===== src/rtl/cpu_control_pkg.sv =====
// Shared definitions for the 8-bit CPU sequencer: instruction classes, FSM states,
// flag bit positions and the ALU operation codes the sequencer passes through.
package cpu_control_pkg;

  localparam logic [2:0] CLS_ALU  = 3'b000;
  localparam logic [2:0] CLS_ALUI = 3'b001;
  localparam logic [2:0] CLS_LDB  = 3'b010;
  localparam logic [2:0] CLS_JMP  = 3'b011;
  localparam logic [2:0] CLS_BR   = 3'b100;
  localparam logic [2:0] CLS_HALT = 3'b101;

  // flags_o is packed {N,V,C,Z}
  localparam int FLG_Z = 0;
  localparam int FLG_C = 1;
  localparam int FLG_V = 2;
  localparam int FLG_N = 3;

  localparam logic [4:0] OP_ADD    = 5'h00;
  localparam logic [4:0] OP_SUB    = 5'h01;
  localparam logic [4:0] OP_AND    = 5'h02;
  localparam logic [4:0] OP_OR     = 5'h03;
  localparam logic [4:0] OP_XOR    = 5'h04;
  localparam logic [4:0] OP_PASS_B = 5'h05;

  typedef enum logic [2:0] {
    S_RESET     = 3'd0,
    S_FETCH     = 3'd1,
    S_DECODE    = 3'd2,
    S_FETCH_IMM = 3'd3,
    S_EXEC      = 3'd4,
    S_HALT      = 3'd5,
    S_ERROR     = 3'd6
  } state_t;

  function automatic logic cls_has_imm(input logic [2:0] cls);
    return (cls == CLS_ALUI) || (cls == CLS_LDB) || (cls == CLS_JMP) || (cls == CLS_BR);
  endfunction

endpackage


===== src/rtl/cpu_control_branch_eval.sv =====
// Branch condition: cond[1:0] picks Z/C/V/N, cond[2] is the flag polarity that means taken.
module cpu_control_branch_eval
  import cpu_control_pkg::*;
(
  input  logic [3:0] flags,
  input  logic [2:0] cond,
  output logic       taken
);

  logic sel;

  always_comb begin
    sel = flags[FLG_Z];
    case (cond[1:0])
      2'd1:    sel = flags[FLG_C];
      2'd2:    sel = flags[FLG_V];
      2'd3:    sel = flags[FLG_N];
      default: sel = flags[FLG_Z];
    endcase
    taken = (sel == cond[2]);
  end

endmodule


===== src/rtl/cpu_control.sv =====
// Multi-cycle fetch/decode/execute sequencer for the 8-bit CPU.
// state       | meaning
// S_RESET     | one idle cycle after reset release
// S_FETCH     | request opcode byte at PC
// S_DECODE    | classify IR
// S_FETCH_IMM | request immediate byte at PC
// S_EXEC      | apply class action, back to fetch
// S_HALT      | HALT executed, terminal
// S_ERROR     | illegal opcode, terminal
module cpu_control
  import cpu_control_pkg::*;
#(
  parameter logic [7:0] RESET_PC = 8'h00
) (
  input  logic       clk_i,
  input  logic       rst_i,
  output logic       mem_req_o,
  output logic [7:0] mem_addr_o,
  input  logic [7:0] mem_rdata_i,
  input  logic       mem_valid_i,
  output logic [7:0] alu_a_o,
  output logic [7:0] alu_b_o,
  output logic [4:0] alu_op_o,
  input  logic [7:0] alu_y_i,
  input  logic       alu_z_i,
  input  logic       alu_c_i,
  input  logic       alu_v_i,
  input  logic       alu_n_i,
  output logic [7:0] pc_o,
  output logic [7:0] a_o,
  output logic [3:0] flags_o,
  output logic       halted_o,
  output logic       error_o
);

  state_t     state, state_nxt;
  logic [7:0] pc, a, b, ir, imm;
  logic [3:0] flags;
  logic [2:0] cls;
  logic       br_taken;

  assign cls = ir[7:5];

  cpu_control_branch_eval u_branch (
    .flags (flags),
    .cond  (ir[2:0]),
    .taken (br_taken)
  );

  always_ff @(posedge clk_i or posedge rst_i) begin
    if (rst_i) state <= S_RESET;
    else       state <= state_nxt;
  end

  always_comb begin
    state_nxt = state;
    mem_req_o = 1'b0;
    case (state)
      S_RESET: state_nxt = S_FETCH;
      S_FETCH: begin
        mem_req_o = 1'b1;
        if (mem_valid_i) state_nxt = S_DECODE;
      end
      S_DECODE: begin
        if (cls == CLS_ALU)          state_nxt = S_EXEC;
        else if (cls_has_imm(cls))   state_nxt = S_FETCH_IMM;
        else if (cls == CLS_HALT)    state_nxt = S_HALT;
        else                         state_nxt = S_ERROR;
      end
      S_FETCH_IMM: begin
        mem_req_o = 1'b1;
        if (mem_valid_i) state_nxt = S_EXEC;
      end
      S_EXEC:  state_nxt = S_FETCH;
      S_HALT:  state_nxt = S_HALT;
      S_ERROR: state_nxt = S_ERROR;
      default: state_nxt = S_ERROR;
    endcase
  end

  // PC already points past the immediate when EXEC runs, so a not-taken branch needs no update.
  always_ff @(posedge clk_i or posedge rst_i) begin
    if (rst_i) begin
      pc    <= RESET_PC;
      a     <= 8'h00;
      b     <= 8'h00;
      ir    <= 8'h00;
      imm   <= 8'h00;
      flags <= 4'h0;
    end else begin
      case (state)
        S_FETCH: begin
          if (mem_valid_i) begin
            ir <= mem_rdata_i;
            pc <= pc + 8'd1;
          end
        end
        S_FETCH_IMM: begin
          if (mem_valid_i) begin
            imm <= mem_rdata_i;
            pc  <= pc + 8'd1;
          end
        end
        S_EXEC: begin
          case (cls)
            CLS_ALU, CLS_ALUI: begin
              a     <= alu_y_i;
              flags <= {alu_n_i, alu_v_i, alu_c_i, alu_z_i};
            end
            CLS_LDB: b  <= imm;
            CLS_JMP: pc <= imm;
            CLS_BR:  if (br_taken) pc <= imm;
            default: ;
          endcase
        end
        default: ;
      endcase
    end
  end

  assign mem_addr_o = pc;
  assign alu_a_o    = a;
  assign alu_b_o    = (cls == CLS_ALUI) ? imm : b;
  assign alu_op_o   = ir[4:0];
  assign pc_o       = pc;
  assign a_o        = a;
  assign flags_o    = flags;
  assign halted_o   = (state == S_HALT);
  assign error_o    = (state == S_ERROR);

endmodule


===== config.mk =====
export PLATFORM = sky130hd
export DESIGN_NAME = cpu_control
export DESIGN_NICKNAME = d
export VERILOG_FILES = /design/src/rtl/cpu_control_pkg.sv /design/src/rtl/cpu_control_branch_eval.sv /design/src/rtl/cpu_control.sv
export SDC_FILE = /design/constraint.sdc
export NUM_CORES = 1
export LEC_CHECK = 0
export ABC_AREA = 1
export BUFFER_PORTS_ARGS = -buffer_cell sky130_fd_sc_hd__buf_2
export CORE_MARGIN = 1.5
export CORE_UTILIZATION = 55
export CTS_BUF_LIST = sky130_fd_sc_hd__clkbuf_16
export CTS_CLUSTER_SIZE = 25
export DETAILED_ROUTE_END_ITERATION = 8
export PLACE_DENSITY = 0.84
export SYNTH_ARGS = -nofsm -noshare
export SYNTH_HDL_FRONTEND = slang
export SYNTH_SLANG_ARGS = --single-unit

===== constraint.sdc =====
create_clock -name clk_i -period 3.4 [get_ports clk_i]
set_input_delay 0.17 -clock clk_i [delete_from_list [all_inputs] [get_ports clk_i]]
set_output_delay 0.17 -clock clk_i [all_outputs]
set_load 0.005 [all_outputs]

# Word level (Yosys, flattened, before mapping)
# Index checks and enable logic that the tools add are counted.
# Widths: inputs -> output; s select.
# word_totals
output_inout_bits,52
elab_cells,56
in_bits,23
reg_bits,47
# op_classes
eq_ne,20
n_reduce_logical,15
muxes,13
add_sub_neg,1
# op_table
cell,count
$pmux 8 s2,2
$mux 8,3
$eq 3x3->1 const B,5
$pmux 3 s5,1
$eq 3x2->1 const B,4
$mux 3,4
$reduce_and 2->1,5
$add 8x1->8 const B,1
$eq 3x1->1 const B,2
$logic_not 3->1,2
$ne 3x3->1 const B,2
$reduce_or 2->1,3
$eq 2x2->1 const B,2
$ne 2x2->1 const B,2
$reduce_and 4->1,1
$logic_or 1x1->1,3
$pmux 1 s3,1
$eq 2x1->1 const B,1
$mux 2,1
$ne 2x1->1 const B,1
$reduce_bool 2->1,1
$eq 1x1->1,1
$mux 1,1

# Depth between registers and ports, before layout
# logic_depth
depth_word,7
mapped_depth,10
depth_no_buf,10

# By module
# From an unflattened synthesis, not the netlist that was laid out.
# hier_totals
cells_unflattened,316
area_unflattened_um2,2605.0
# by_module_without_submodules
module,cells_per_inst,instances,seq_area_each_um2,area_per_inst_um2
cpu_control,303,1,1176.1,2547.4
cpu_control_branch_eval,13,1,0.0,57.6

# Worst setup path after synthesis
# OpenSTA, ideal clock, no wires.
# synth_timing
path_kind,register to register
startpoint,reg state[1]
endpoint,reg a[0] (netlist: a_o[0])
arrival_ns,1.218
stages_incl_launch_ff,7
setup_ns,0.125
required_ns,3.275
path_buffers,1
period_less_slack_ns,1.344
setup_slack_ns,2.056
cell_sequence,dfrtp_1 -> inv_2 -> nand3_2 -> inv_4 -> nand3_4 -> buf_6 -> mux2_4
# synth_via
elab_chain_cells,2
# synth_rtl
item,line_no,rtl
"start, declared",cpu_control.sv:36,"state_t state, state_nxt;"
"start signal, assigned",cpu_control.sv:52,else state <= state_nxt;
$eq 3x3->1,cpu_control.sv:91,case (state)
$reduce_and 2->1 (no source line),--,
"end signal, assigned",cpu_control.sv:107,a <= alu_y_i;
"end, declared",cpu_control.sv:37,"logic [7:0] pc, a, b, ir, imm;"
# No other way between the ends.
# A chain may end at the register's enable or synchronous reset.

# Worst setup path after layout
# layout_timing
startpoint,reg ir[7]
endpoint,out alu_b_o[4]
# layout_via
elab_chain_cells,2
# layout_rtl
item,line_no,rtl
"start, declared",cpu_control.sv:37,
"start signal, assigned",cpu_control.sv:94,ir <= mem_rdata_i;
$eq 3x1->1,cpu_control.sv:123,assign alu_b_o = (cls == CLS_ALUI) ? imm : b;
$mux 8,cpu_control.sv:123,
"end, declared",cpu_control.sv:22,"output logic [7:0] alu_b_o,"
# No other way between the ends.

==> flow_summary.json <==
{
  "grt_pass1_wl_um": 8960,
  "p_int_mw": 1.62,
  "worst_slack_ps": 1440,
  "path_delay_family": "flip-flops",
  "syn_avg_cell_area_um2": 8.47,
  "synth.distinct_cells": 26,
  "cp_cell_sequence": "inv_1 -> nand3_1 -> o21ai_0 -> buf_2",
  "fillers": 344,
  "first_pass_iters": 5,
  "crit_path_top_delay_cell": "dfrtp_1",
  "syn2layout_area_growth_pct": 16.0,
  "dr_total_vias": 2086,
  "cp-start-kind": "flip-flop",
  "ys_seq_area_frac": 0.479,
  "postSynthCellCount": 290,
  "p_sw_mw": 1.09,
  "worstSetupPathType": "flip-flop to primary output",
  "leakagePower_nw": 1.58,
  "fin_crit_ps": 1960,
  "tightest_slew_ps": 578,
  "root_buffer": "clkbuf_16",
  "setup_tns_ps": 0,
  "fin_area_mm2": 0.00285,
  "end_kind": "primary output",
  "cts_buffers": 5,
  "slowest_delay_ps": 420,
  "p_sw_frac": 0.402,
  "worstPathArrival_ps": 1790,
  "power_frac_clock": 0.180,
  "multi_input_area_um2": 952,
  "place_hpwl_um": 3800,
  "ys_ff_latch": 47,
  "period_share": 0.576,
  "start_util": 0.568,
  "routabilityCongestion": 0.922,
  "min_path_type": "primary input to asynchronous set/reset pin",
  "io_pins": 75,
  "hold_viol": 0,
  "startpoint": "ir[7]",
  "post-route-drc-count": 0,
  "skew_ps": 7.13,
  "seqPwrFrac": 0.388,
  "grt_max_degree": 48,
  "drive_above_1_share": 0.289,
  "clock_path_buffers": 2,
  "core_mm2": 0.00432,
  "antenna_found_initial": 0,
  "ir_worst_vdd_mv": 0.379,
  "insertion_delay_ps": 290,
  "slew_violations": 0,
  "diodes": 0,
  "required_ps": 3230,
  "relSlewSlack": 0.615,
  "outcome": "completed",
  "hold_buffers": 0,
  "seq_area_mm2": 0.00118,
  "drt_iter0_drc": 204,
  "routed_wl_um": 5330,
  "cap_violations": 0,
  "dpl_cell_area_mm2": 0.00271,
  "cts_resized": 0,
  "io_buffers": 74,
  "report.final.setup_viol": 0,
  "gr-total-overflow": 0,
  "pwr_density_cell_mw_per_mm2": 953,
  "reg2reg_depth": 7,
  "finalNonFillerCells": 398,
  "dp.cells": 390,
  "vias_per_cell": 5.24,
  "yosys_warnings": 0,
  "dieArea_mm2": 0.00488,
  "path_max_fanout": 16,
  "fmax_mhz": 510,
  "grt_pass1_vias": 1938,
  "wl_per_cell_um": 13.4,
  "rsz0062_at_grt": "no",
  "cts_tree": "yes",
  "htreeDepth": 2,
  "die_y_um": 69.8,
  "r2r-start": "state[1]",
  "crit_cells": 4,
  "dpl_worst_slack_ps": 1700,
  "ant_nets": 0,
  "power_mw": 2.72,
  "track_usage": 0.230,
  "path_clk_slew_ps": 70,
  "cts_setup_buffers": 0,
  "die_w_um": 69.8,
  "synth_nets": 314,
  "critPathBufInv": 2,
  "p_comb_frac": 0.432,
  "netlist_area_mm2": 0.00246,
  "num_rows": 24,
  "fin_nets": 369,
  "cts_sinks": 47
}
-- power by group through the flow --
stage / clock (mW) / combinational, mW / sequential, mW
finish: 0.488 / 1.17 / 1.05
global route: 0.511 / 1.33 / 1.09
CTS: 0.489 / 1.18 / 1.05
detailed placement: 0 / 1.17 / 1.05
global placement: 0 / 1.13 / 1.04
floorplan: 0 / 0.900 / 1.02
-- layout by cell type (no fill, tap or decap), types with 2 or more instances in the layout --
| master | count |
|---|---|
| clkbuf_16 | 5 |
| dfrtp_1 | 47 |
| inv_1 | 33 |
| o21ai_0 | 33 |
| nor3_1 | 4 |
| o21ai_1 | 8 |
| nand2_1 | 81 |
| nor2_1 | 8 |
| mux2_2 | 2 |
| buf_2 | 74 |
| nand3_1 | 25 |
| mux2_4 | 10 |
-- metrics by stage --
step	util	hold slack (ps)
after floorplan	-	318
after global placement	0.626	342
after detailed placement	0.626	358
after CTS	0.659	49.4
after global routing	0.659	93.4
final	0.659	26.2
-- worst reg2reg max path: stages, from the launching register on --
cell	delay, ps
dfrtp_1	420
inv_2	120
nand3_2	260
a31oi_1	260
nand2_1	250
nand2_2	230
nand2_1	70
nand2_1	70
-- cell type report --
type	instances	share of cell area
inverter	35	0.0470
clock buffer	5	0.0439
sequential	47	0.413
tap	52	0.0228
clock inverter	3	0.00702
timing repair buffer	75	0.133
multi-input combinational	181	0.334
-- cell families after synthesis --
group / after synthesis / share of synthesized area
AO/OA/AOI/OAI: 46 / 0.0998
XOR/XNOR: 1 / 0.00356
adder cells (fa/ha/maj): 1 / 0.00509
buffers and inverters: 62 / 0.134
flip-flops: 47 / 0.479
multiplexers: 12 / 0.0703
AND/OR/NAND/NOR: 121 / 0.209
-- sequential cells by signal, indices dropped and copies added (netlist names) --
| signal | flops |
|---|---|
| a_o | 8 |
| b | 8 |
| imm | 8 |
| ir | 8 |
| mem_addr_o | 8 |
| flags_o | 4 |
| state | 3 |
-- synth_stat cells --
cell      count  share of area
a221oi_1      1         0.0036
a31oi_1       1         0.0025
a32oi_1       1         0.0036
buf_2         3         0.0061
buf_4        22          0.067
buf_6         1         0.0046
clkbuf_1      1         0.0015
dfrtp_1      47           0.48
ha_1          1         0.0051
inv_1        33          0.050
inv_2         1         0.0015
inv_4         1         0.0025
mux2_2        2         0.0092
mux2_4       10          0.061
nand2_1      81           0.12
nand2_2       1         0.0025
nand3_1      25          0.051
nand3_2       1         0.0041
nand3_4       1         0.0071
nor2_1        8          0.012
nor3_1        4         0.0081
o21ai_0      33          0.067
o21ai_1       8          0.016
o21ai_2       1         0.0036
o21bai_1      1         0.0031
xnor2_1       1         0.0036
-- routing by layer --
layer,vias to the layer above,track usage,routed length (um)
met5,-,0,0
met4,0,0.0897,117
met3,12,0.0509,290
met2,74,0.371,2670
met1,976,0.304,2250
li1,1024,-,-
-- final timing paths --
path                                  to  slack, ps
max                           alu_b_o[4]       1440
min                               a_o[0]         30
max reg2reg                mem_addr_o[6]       1670
min reg2reg                         b[5]        490
max in group asynchronous  mem_addr_o[5]       2980
min in group clk_i                a_o[0]        100
Note: power is estimated with default switching activity, not from simulation.
